`src/rtl/dmem_arbiter_pkg.sv`:
```
`default_nettype none
// ============================================================================
// Module      : dmem_arbiter_pkg
// Description : Shared types, default widths and helpers for the dmem arbiter.
// Revision    : 1.0 - initial release
// ============================================================================
package dmem_arbiter_pkg;

    // Ownership FSM encoding: idle, or locked to port 0 / port 1.
    typedef enum logic [1:0] {
        ST_IDLE = 2'd0,
        ST_OWN0 = 2'd1,
        ST_OWN1 = 2'd2
    } state_t;

    localparam int c_aw_default       = 32;
    localparam int c_dw_default       = 32;
    localparam int c_lock_max_default = 16;

    // Byte address is misaligned when it does not point at a word boundary.
    function automatic logic f_misaligned(input logic [1:0] lsb);
        return (lsb != 2'b00);
    endfunction

endpackage
`default_nettype wire

```
`src/rtl/dmem_rr_arb2.sv`:
```
`default_nettype none
// ============================================================================
// Module      : dmem_rr_arb2
// Description : Two-way round-robin grant with a "last granted" pointer.
//               Requests outside i_mask are ignored.
// Revision    : 1.0 - initial release
// ============================================================================
module dmem_rr_arb2 (
    input  logic       clk,
    input  logic       reset_n,
    input  logic [1:0] i_req,
    input  logic [1:0] i_mask,
    output logic [1:0] o_gnt
);

    logic [1:0] w_eff;
    logic       r_last;

    assign w_eff = i_req & i_mask;

    // On conflict the port that was not granted last time wins.
    always_comb begin
        o_gnt = 2'b00;
        case (w_eff)
            2'b01:   o_gnt = 2'b01;
            2'b10:   o_gnt = 2'b10;
            2'b11:   o_gnt = r_last ? 2'b01 : 2'b10;
            default: o_gnt = 2'b00;
        endcase
    end

    // Remember the most recently granted port; reset favours port 0.
    always_ff @(posedge clk or negedge reset_n) begin
        if (!reset_n) begin
            r_last <= 1'b1;
        end else if (|o_gnt) begin
            r_last <= o_gnt[1];
        end
    end

endmodule
`default_nettype wire

```
`src/rtl/dmem_arbiter.sv`:
```
`default_nettype none
// ============================================================================
// Module      : dmem_arbiter
// Description : Shares a single-port data memory between the CPU LSU (port 0)
//               and the debug/DMA loader (port 1). Round-robin on conflict,
//               lockable ownership with forced release, registered read data
//               and misalignment error pulses.
// Revision    : 1.0 - initial release
// ============================================================================
module dmem_arbiter
    import dmem_arbiter_pkg::*;
#(
    parameter int AW       = c_aw_default,
    parameter int DW       = c_dw_default,
    parameter int LOCK_MAX = c_lock_max_default
) (
    input  logic          clk,
    input  logic          reset_n,
    input  logic          p0_req,
    input  logic          p0_we,
    input  logic          p0_lock,
    input  logic [AW-1:0] p0_addr,
    input  logic [DW-1:0] p0_wdata,
    output logic          p0_gnt,
    output logic          p0_rvalid,
    output logic [DW-1:0] p0_rdata,
    output logic          p0_err,
    input  logic          p1_req,
    input  logic          p1_we,
    input  logic          p1_lock,
    input  logic [AW-1:0] p1_addr,
    input  logic [DW-1:0] p1_wdata,
    output logic          p1_gnt,
    output logic          p1_rvalid,
    output logic [DW-1:0] p1_rdata,
    output logic          p1_err,
    output logic          mem_we,
    output logic [AW-1:0] mem_a,
    output logic [DW-1:0] mem_wd,
    input  logic [DW-1:0] mem_rd
);

    localparam int c_cnt_w = $clog2(LOCK_MAX + 1);

    logic [1:0]         w_req, w_we, w_lock, w_mask, w_gnt, w_misal;
    logic [AW-1:0]      w_addr  [2];
    logic [DW-1:0]      w_wdata [2];
    state_t             r_state, w_state_nxt;
    logic [c_cnt_w-1:0] r_lock_cnt, w_lock_cnt_nxt;
    logic               w_own, w_any, w_sel;
    logic [AW-1:0]      r_hold_a;
    logic [DW-1:0]      r_hold_wd;

    assign w_req      = {p1_req, p0_req};
    assign w_we       = {p1_we, p0_we};
    assign w_lock     = {p1_lock, p0_lock};
    assign w_addr[0]  = p0_addr;
    assign w_addr[1]  = p1_addr;
    assign w_wdata[0] = p0_wdata;
    assign w_wdata[1] = p1_wdata;
    assign w_misal    = {f_misaligned(p1_addr[1:0]), f_misaligned(p0_addr[1:0])};

    // While a port owns the memory only that port may be granted.
    assign w_mask = (r_state == ST_OWN0) ? 2'b01 :
                    (r_state == ST_OWN1) ? 2'b10 : 2'b11;
    assign w_own  = (r_state == ST_OWN1);

    dmem_rr_arb2 u_rr (
        .clk     (clk),
        .reset_n (reset_n),
        .i_req   (w_req),
        .i_mask  (w_mask),
        .o_gnt   (w_gnt)
    );

    assign p0_gnt = w_gnt[0];
    assign p1_gnt = w_gnt[1];

    // Ownership FSM: enter on a locked grant, leave when the owner drops lock
    // or after LOCK_MAX consecutive owned cycles.
    always_comb begin
        w_state_nxt    = r_state;
        w_lock_cnt_nxt = r_lock_cnt;
        case (r_state)
            ST_IDLE: begin
                if (w_gnt[0] && p0_lock) begin
                    w_state_nxt    = ST_OWN0;
                    w_lock_cnt_nxt = c_cnt_w'(1);
                end else if (w_gnt[1] && p1_lock) begin
                    w_state_nxt    = ST_OWN1;
                    w_lock_cnt_nxt = c_cnt_w'(1);
                end
            end
            ST_OWN0, ST_OWN1: begin
                // A dropped lock releases whether or not the owner is requesting.
                if (!w_lock[w_own] || (r_lock_cnt >= c_cnt_w'(LOCK_MAX - 1))) begin
                    w_state_nxt    = ST_IDLE;
                    w_lock_cnt_nxt = '0;
                end else begin
                    w_lock_cnt_nxt = r_lock_cnt + c_cnt_w'(1);
                end
            end
            default: begin
                w_state_nxt    = ST_IDLE;
                w_lock_cnt_nxt = '0;
            end
        endcase
    end

    // FSM state and lock counter registers.
    always_ff @(posedge clk or negedge reset_n) begin
        if (!reset_n) begin
            r_state    <= ST_IDLE;
            r_lock_cnt <= '0;
        end else begin
            r_state    <= w_state_nxt;
            r_lock_cnt <= w_lock_cnt_nxt;
        end
    end

    // Memory-side mux; address/data hold their last granted values when idle.
    assign w_any  = |w_gnt;
    assign w_sel  = w_gnt[1];
    assign mem_a  = w_any ? w_addr[w_sel]  : r_hold_a;
    assign mem_wd = w_any ? w_wdata[w_sel] : r_hold_wd;
    assign mem_we = reset_n & w_any & w_we[w_sel] & ~w_misal[w_sel];

    // Capture the granted address/data so the memory bus is stable when idle.
    always_ff @(posedge clk or negedge reset_n) begin
        if (!reset_n) begin
            r_hold_a  <= '0;
            r_hold_wd <= '0;
        end else if (w_any) begin
            r_hold_a  <= w_addr[w_sel];
            r_hold_wd <= w_wdata[w_sel];
        end
    end

    for (genvar g = 0; g < 2; g++) begin : g_resp
        logic          r_rvalid;
        logic          r_err;
        logic [DW-1:0] r_rdata;

        // Per-port response: read data one cycle after grant, or an error pulse.
        always_ff @(posedge clk or negedge reset_n) begin
            if (!reset_n) begin
                r_rvalid <= 1'b0;
                r_err    <= 1'b0;
                r_rdata  <= '0;
            end else begin
                r_rvalid <= w_gnt[g] & ~w_we[g] & ~w_misal[g];
                r_err    <= w_gnt[g] & w_misal[g];
                if (w_gnt[g] && !w_we[g] && !w_misal[g]) begin
                    r_rdata <= mem_rd;
                end
            end
        end
    end

    assign p0_rvalid = g_resp[0].r_rvalid;
    assign p0_err    = g_resp[0].r_err;
    assign p0_rdata  = g_resp[0].r_rdata;
    assign p1_rvalid = g_resp[1].r_rvalid;
    assign p1_err    = g_resp[1].r_err;
    assign p1_rdata  = g_resp[1].r_rdata;

endmodule
`default_nettype wire
```
`config.mk`:
```
export PLATFORM = sky130hd
export DESIGN_NAME = dmem_arbiter
export DESIGN_NICKNAME = d
export VERILOG_FILES = /design/src/rtl/dmem_arbiter_pkg.sv /design/src/rtl/dmem_rr_arb2.sv /design/src/rtl/dmem_arbiter.sv
export SDC_FILE = /design/constraint.sdc
export NUM_CORES = 1
export LEC_CHECK = 0
export BUFFER_PORTS_ARGS = -buffer_cell sky130_fd_sc_hd__clkbuf_2
export CORE_UTILIZATION = 40
export CTS_CLUSTER_DIAMETER = 200
export CTS_CLUSTER_SIZE = 30
export DETAILED_ROUTE_END_ITERATION = 7
export PLACE_DENSITY = 0.8
export SLEW_MARGIN = 40
export SYNTH_ARGS = -nofsm -noshare
export SYNTH_HDL_FRONTEND = slang
export SYNTH_HIERARCHICAL = 1
export SYNTH_SLANG_ARGS = --single-unit
```
`constraint.sdc`:
```
create_clock -name clk -period 5.3 [get_ports clk]
set_clock_uncertainty 0.1 [all_clocks]
set_input_delay 0.265 -clock clk [delete_from_list [all_inputs] [get_ports clk]]
set_output_delay 0.265 -clock clk [all_outputs]
set_load 0.03 [all_outputs]
```
==> impl_metrics.py <==
metrics = {
    "sta": {
        "fmax_ghz": 0.316,
        "tightest_slew_ns": 0.706,
        "min_period_ns": 3.17,
        "period_share_pct": 59.7,
        "setup_viol": 0,
        "hold_violations": 0,
        "relSlewSlack_pct": 53.0,
        "finalSetupTns_ns": 0,
        "setup_ws_ns": 2.13,
        "drv_slew": 0,
        "rsz0062_at_grt": "no",
    },
    "layout": {
        "syn_to_final_growth_pct": 44.2,
        "nets": 1005,
        "final_core_util_pct": 59.6,
        "drive_gt1_share_pct": 49.1,
        "final_cell_area_mm2": 0.00876,
        "diodes": 0,
    },
    "worst_setup_path": {
        "path_cells": "inv_1 > ha_1 > inv_1 > nand2_1 > nor2_4 > buf_4 > mux2i_1 > o21ai_0 > clkbuf_2",
        "startpoint_type": "flip-flop",
        "startpoint": "r_state[0]",
        "rr_startpoint": "r_state[0]",
        "max_stage_delay_ns": 0.56,
        "cp_slowest_cell": "buf_4",
        "cp-end-kind": "output pin",
        "cp.arrival_ns": 2.80,
        "crit_path_max_fanout": 42,
        "path_class": "flip-flop to output pin",
        "crit_top_cell": "inv_1",
        "worstPathRequired_ns": 4.93,
    },
    "run": {
        "max-cap-violations": 0,
    },
    "synthesis": {
        "yosys_register_bits": 140,
        "syn_inst": 485,
        "synth_common_cells": "139 x dfrtp_1, 66 x nand2_1, 65 x mux2_2, 65 x o21ai_0, 63 x mux2i_1",
        "yosys.area_share.simple_pct": 7.72,
        "synth_most_common_cell": "dfrtp_1",
        "yosysSeqAreaShare_pct": 57.7,
        "synth_edf_count": 0,
        "synth_top_family_by_area": "multiplexers",
        "synth_xor_xnor_area_share_pct": 0,
        "synth_top_area_cell": "dfrtp_1",
        "synth_area_leaders": "dfrtp_1 57%, mux2_2 12%, mux2i_1 10%",
        "synth_area_mm2": 0.00608,
        "synth_ff_type": "dfrtp_1",
        "synth_fa_ha_area_share_pct": 1.44,
        "synthMuxAreaShare_pct": 22.8,
        "synth_top_area_share_pct": 57.2,
        "ys_warn_count": 6,
        "synth_compound_area_share_pct": 7.16,
        "synth_cell_type_count": 35,
        "syn_area_per_cell_um2": 12.5,
        "synthArstFlopShare_pct": 100,
        "synth_fp_nets": 660,
    },
    "grt": {
        "antenna_found_initial": 0,
        "grt_pass1_wl_mm": 27.5,
        "grt_pass1_vias": 5367,
        "grt_use_total_pct": 22.6,
        "grt_max_degree": 89,
        "globalRoute.totalOverflow": 0,
    },
    "die": {
        "row_count": 44,
        "chipHeight_um": 125,
        "die_w_um": 125,
        "initial_core_util_pct": 41.4,
        "coreArea_mm2": 0.0147,
        "die_area_mm2": 0.0157,
        "ios": 303,
    },
    "power": {
        "clkPwrFrac_pct": 20.4,
        "sw_frac_of_total_pct": 44.9,
        "p_total_uw": 5510,
        "power_density_mw_per_mm2": 628,
        "power_frac_seq_pct": 32.7,
        "ir_drop_mv": 0.442,
        "switching_power_uw": 2470,
        "combPwrFrac_pct": 46.9,
        "p_leak_uw": 0.00435,
        "intPower_uw": 3040,
    },
    "cts": {
        "cts_made_buffers": 17,
        "cts_root_buffer": "clkbuf_16",
        "cts_resized": 0,
        "clk_latency_ns": 0.41,
        "cts-hold-fix-buffers": 43,
        "cts_tree": "done",
        "cts_num_sinks": 140,
        "clkTransAtPathRegs_ns": 0.06,
        "clock_path_buffers": 2,
        "h-tree-depth": 4,
        "postCtsSetupBuffers": 0,
    },
    "route": {
        "drt_iter0_markers": 208,
        "dr.pass1.iters": 7,
        "routedWlPerCell_um": 16.8,
        "via_per_inst": 4.99,
        "ant_nets": 0,
        "vias": 5126,
        "routed_wl_mm": 17.3,
        "drc_errors": 22,
    },
    "placed_design": {
        "place.gp.congestion": 0.797,
        "pre_cts_ws_ns": 2.54,
        "dpl_cell_area_mm2": 0.00775,
        "dp_hpwl_mm": 11.5,
        "io_buffers": 302,
    },
    "min_path": {
        "hp-start": "p1_addr[7]",
        "min_path_type": "primary input to flip-flop",
    },
    "status": {
        "violations": "DRC",
        "status": "finished with violations",
    },
}
## per-stage QoR
stage,cells,hold slack [ns]
floorplan,485,-0.131
global placement,949,0.217
detailed placement,950,0.219
CTS,1025,0.000101
global route,1027,0.00122
finish,1027,0.0129
## power by group through the flow
stage / Combinational [uW] / Sequential (uW) / Clock (uW)
2_1_floorplan: 1310 / 2240 / 0
3_3_place_gp: 2500 / 1770 / 0
3_5_place_dp: 2540 / 1790 / 0
4_1_cts: 2580 / 1790 / 1150
5_1_grt: 2750 / 1850 / 1210
6_report: 2580 / 1800 / 1120
## cell type report
| class | instances | area [um2] |
|---|---|---|
| inverters | 6 | 22.5 |
| repair buffers | 354 | 2040 |
| fillers | 1174 | 5940 |
| flip-flops and latches | 140 | 3500 |
| clock buffers | 18 | 439 |
| clock inverters | 14 | 121 |
| well taps | 184 | 230 |
| multi-input cells | 311 | 2400 |
## final timing paths
path / endpoint / slack (ns) / cells after the start
worst max register to register: p0_rdata[0] / 2.50 / 9
max in group asynchronous: p1_rdata[4] / 3.69 / 3
worst max-delay path: mem_a[25] / 2.13 / 9
min in group asynchronous: r_hold_wd[20] / 0.33 / 2
worst min register to register: p1_rdata[30] / 0.41 / 1
worst min-delay path: r_hold_a[7] / 0.01 / 3
## placed cells by master, fill, tap and decap left out, types with 2 or more instances in the layout
| cell | Yosys | layout |
|---|---|---|
| nand4_1 | 4 | 4 |
| nor4b_4 | 3 | 3 |
| buf_6 | 6 | 2 |
| clkbuf_16 | 0 | 17 |
| buf_4 | 4 | 4 |
| dlygate4sd3_1 | 0 | 45 |
| and3_1 | 2 | 2 |
| mux2_2 | 65 | 65 |
| nand3_1 | 8 | 8 |
| ha_1 | 7 | 7 |
| o21ai_0 | 65 | 65 |
| o211ai_1 | 3 | 3 |
| clkinvlp_4 | 0 | 4 |
| nor2_1 | 3 | 2 |
| nand2_1 | 66 | 66 |
| inv_8 | 0 | 3 |
| mux2_1 | 2 | 2 |
| nor2b_1 | 4 | 4 |
| clkbuf_2 | 0 | 301 |
| inv_6 | 0 | 5 |
| mux2i_1 | 63 | 63 |
| a32oi_1 | 2 | 2 |
| inv_1 | 6 | 6 |
| dfrtp_1 | 139 | 139 |
| nor3b_1 | 2 | 2 |
## sequential cells by signal, indices dropped and copies added, names as in the netlist
signal / cells
p1_rdata: 32
p0_rdata: 32
p0_err: 1
u_rr/r_last: 1
r_lock_cnt: 5
p1_rvalid: 1
p0_rvalid: 1
r_hold_a: 32
r_hold_wd: 32
p1_err: 1
r_state: 2
## metal layers
layer / global-route usage, % / share of wire [%] / routed length [um]
met2: 39.3 / 49 / 8470
met5: 0 / 0 / 0
met4: 9.68 / 3.2 / 556
met3: 8.56 / 8.6 / 1480
met1: 24.5 / 39 / 6770
## critical path: cells and delay by family (launching register included)
family / cells / cell delay [ns]
adder cells (fa/ha/maj): 1 / 0.20
AO/OA/AOI/OAI: 1 / 0.33
buffers and inverters: 4 / 1.04
multiplexers: 1 / 0.15
AND/OR/NAND/NOR: 2 / 0.23
flip-flops: 1 / 0.39
## kinds of logic (layout without fill, tap and decap cells)
logic type | Yosys count | count (layout)
mux | 130 | 130
fa+ha+maj | 7 | 7
simple gates | 95 | 95
buf+inv | 34 | 392
flops | 140 | 140
compound gates | 79 | 79
Power figures use the tool's default switching activity.
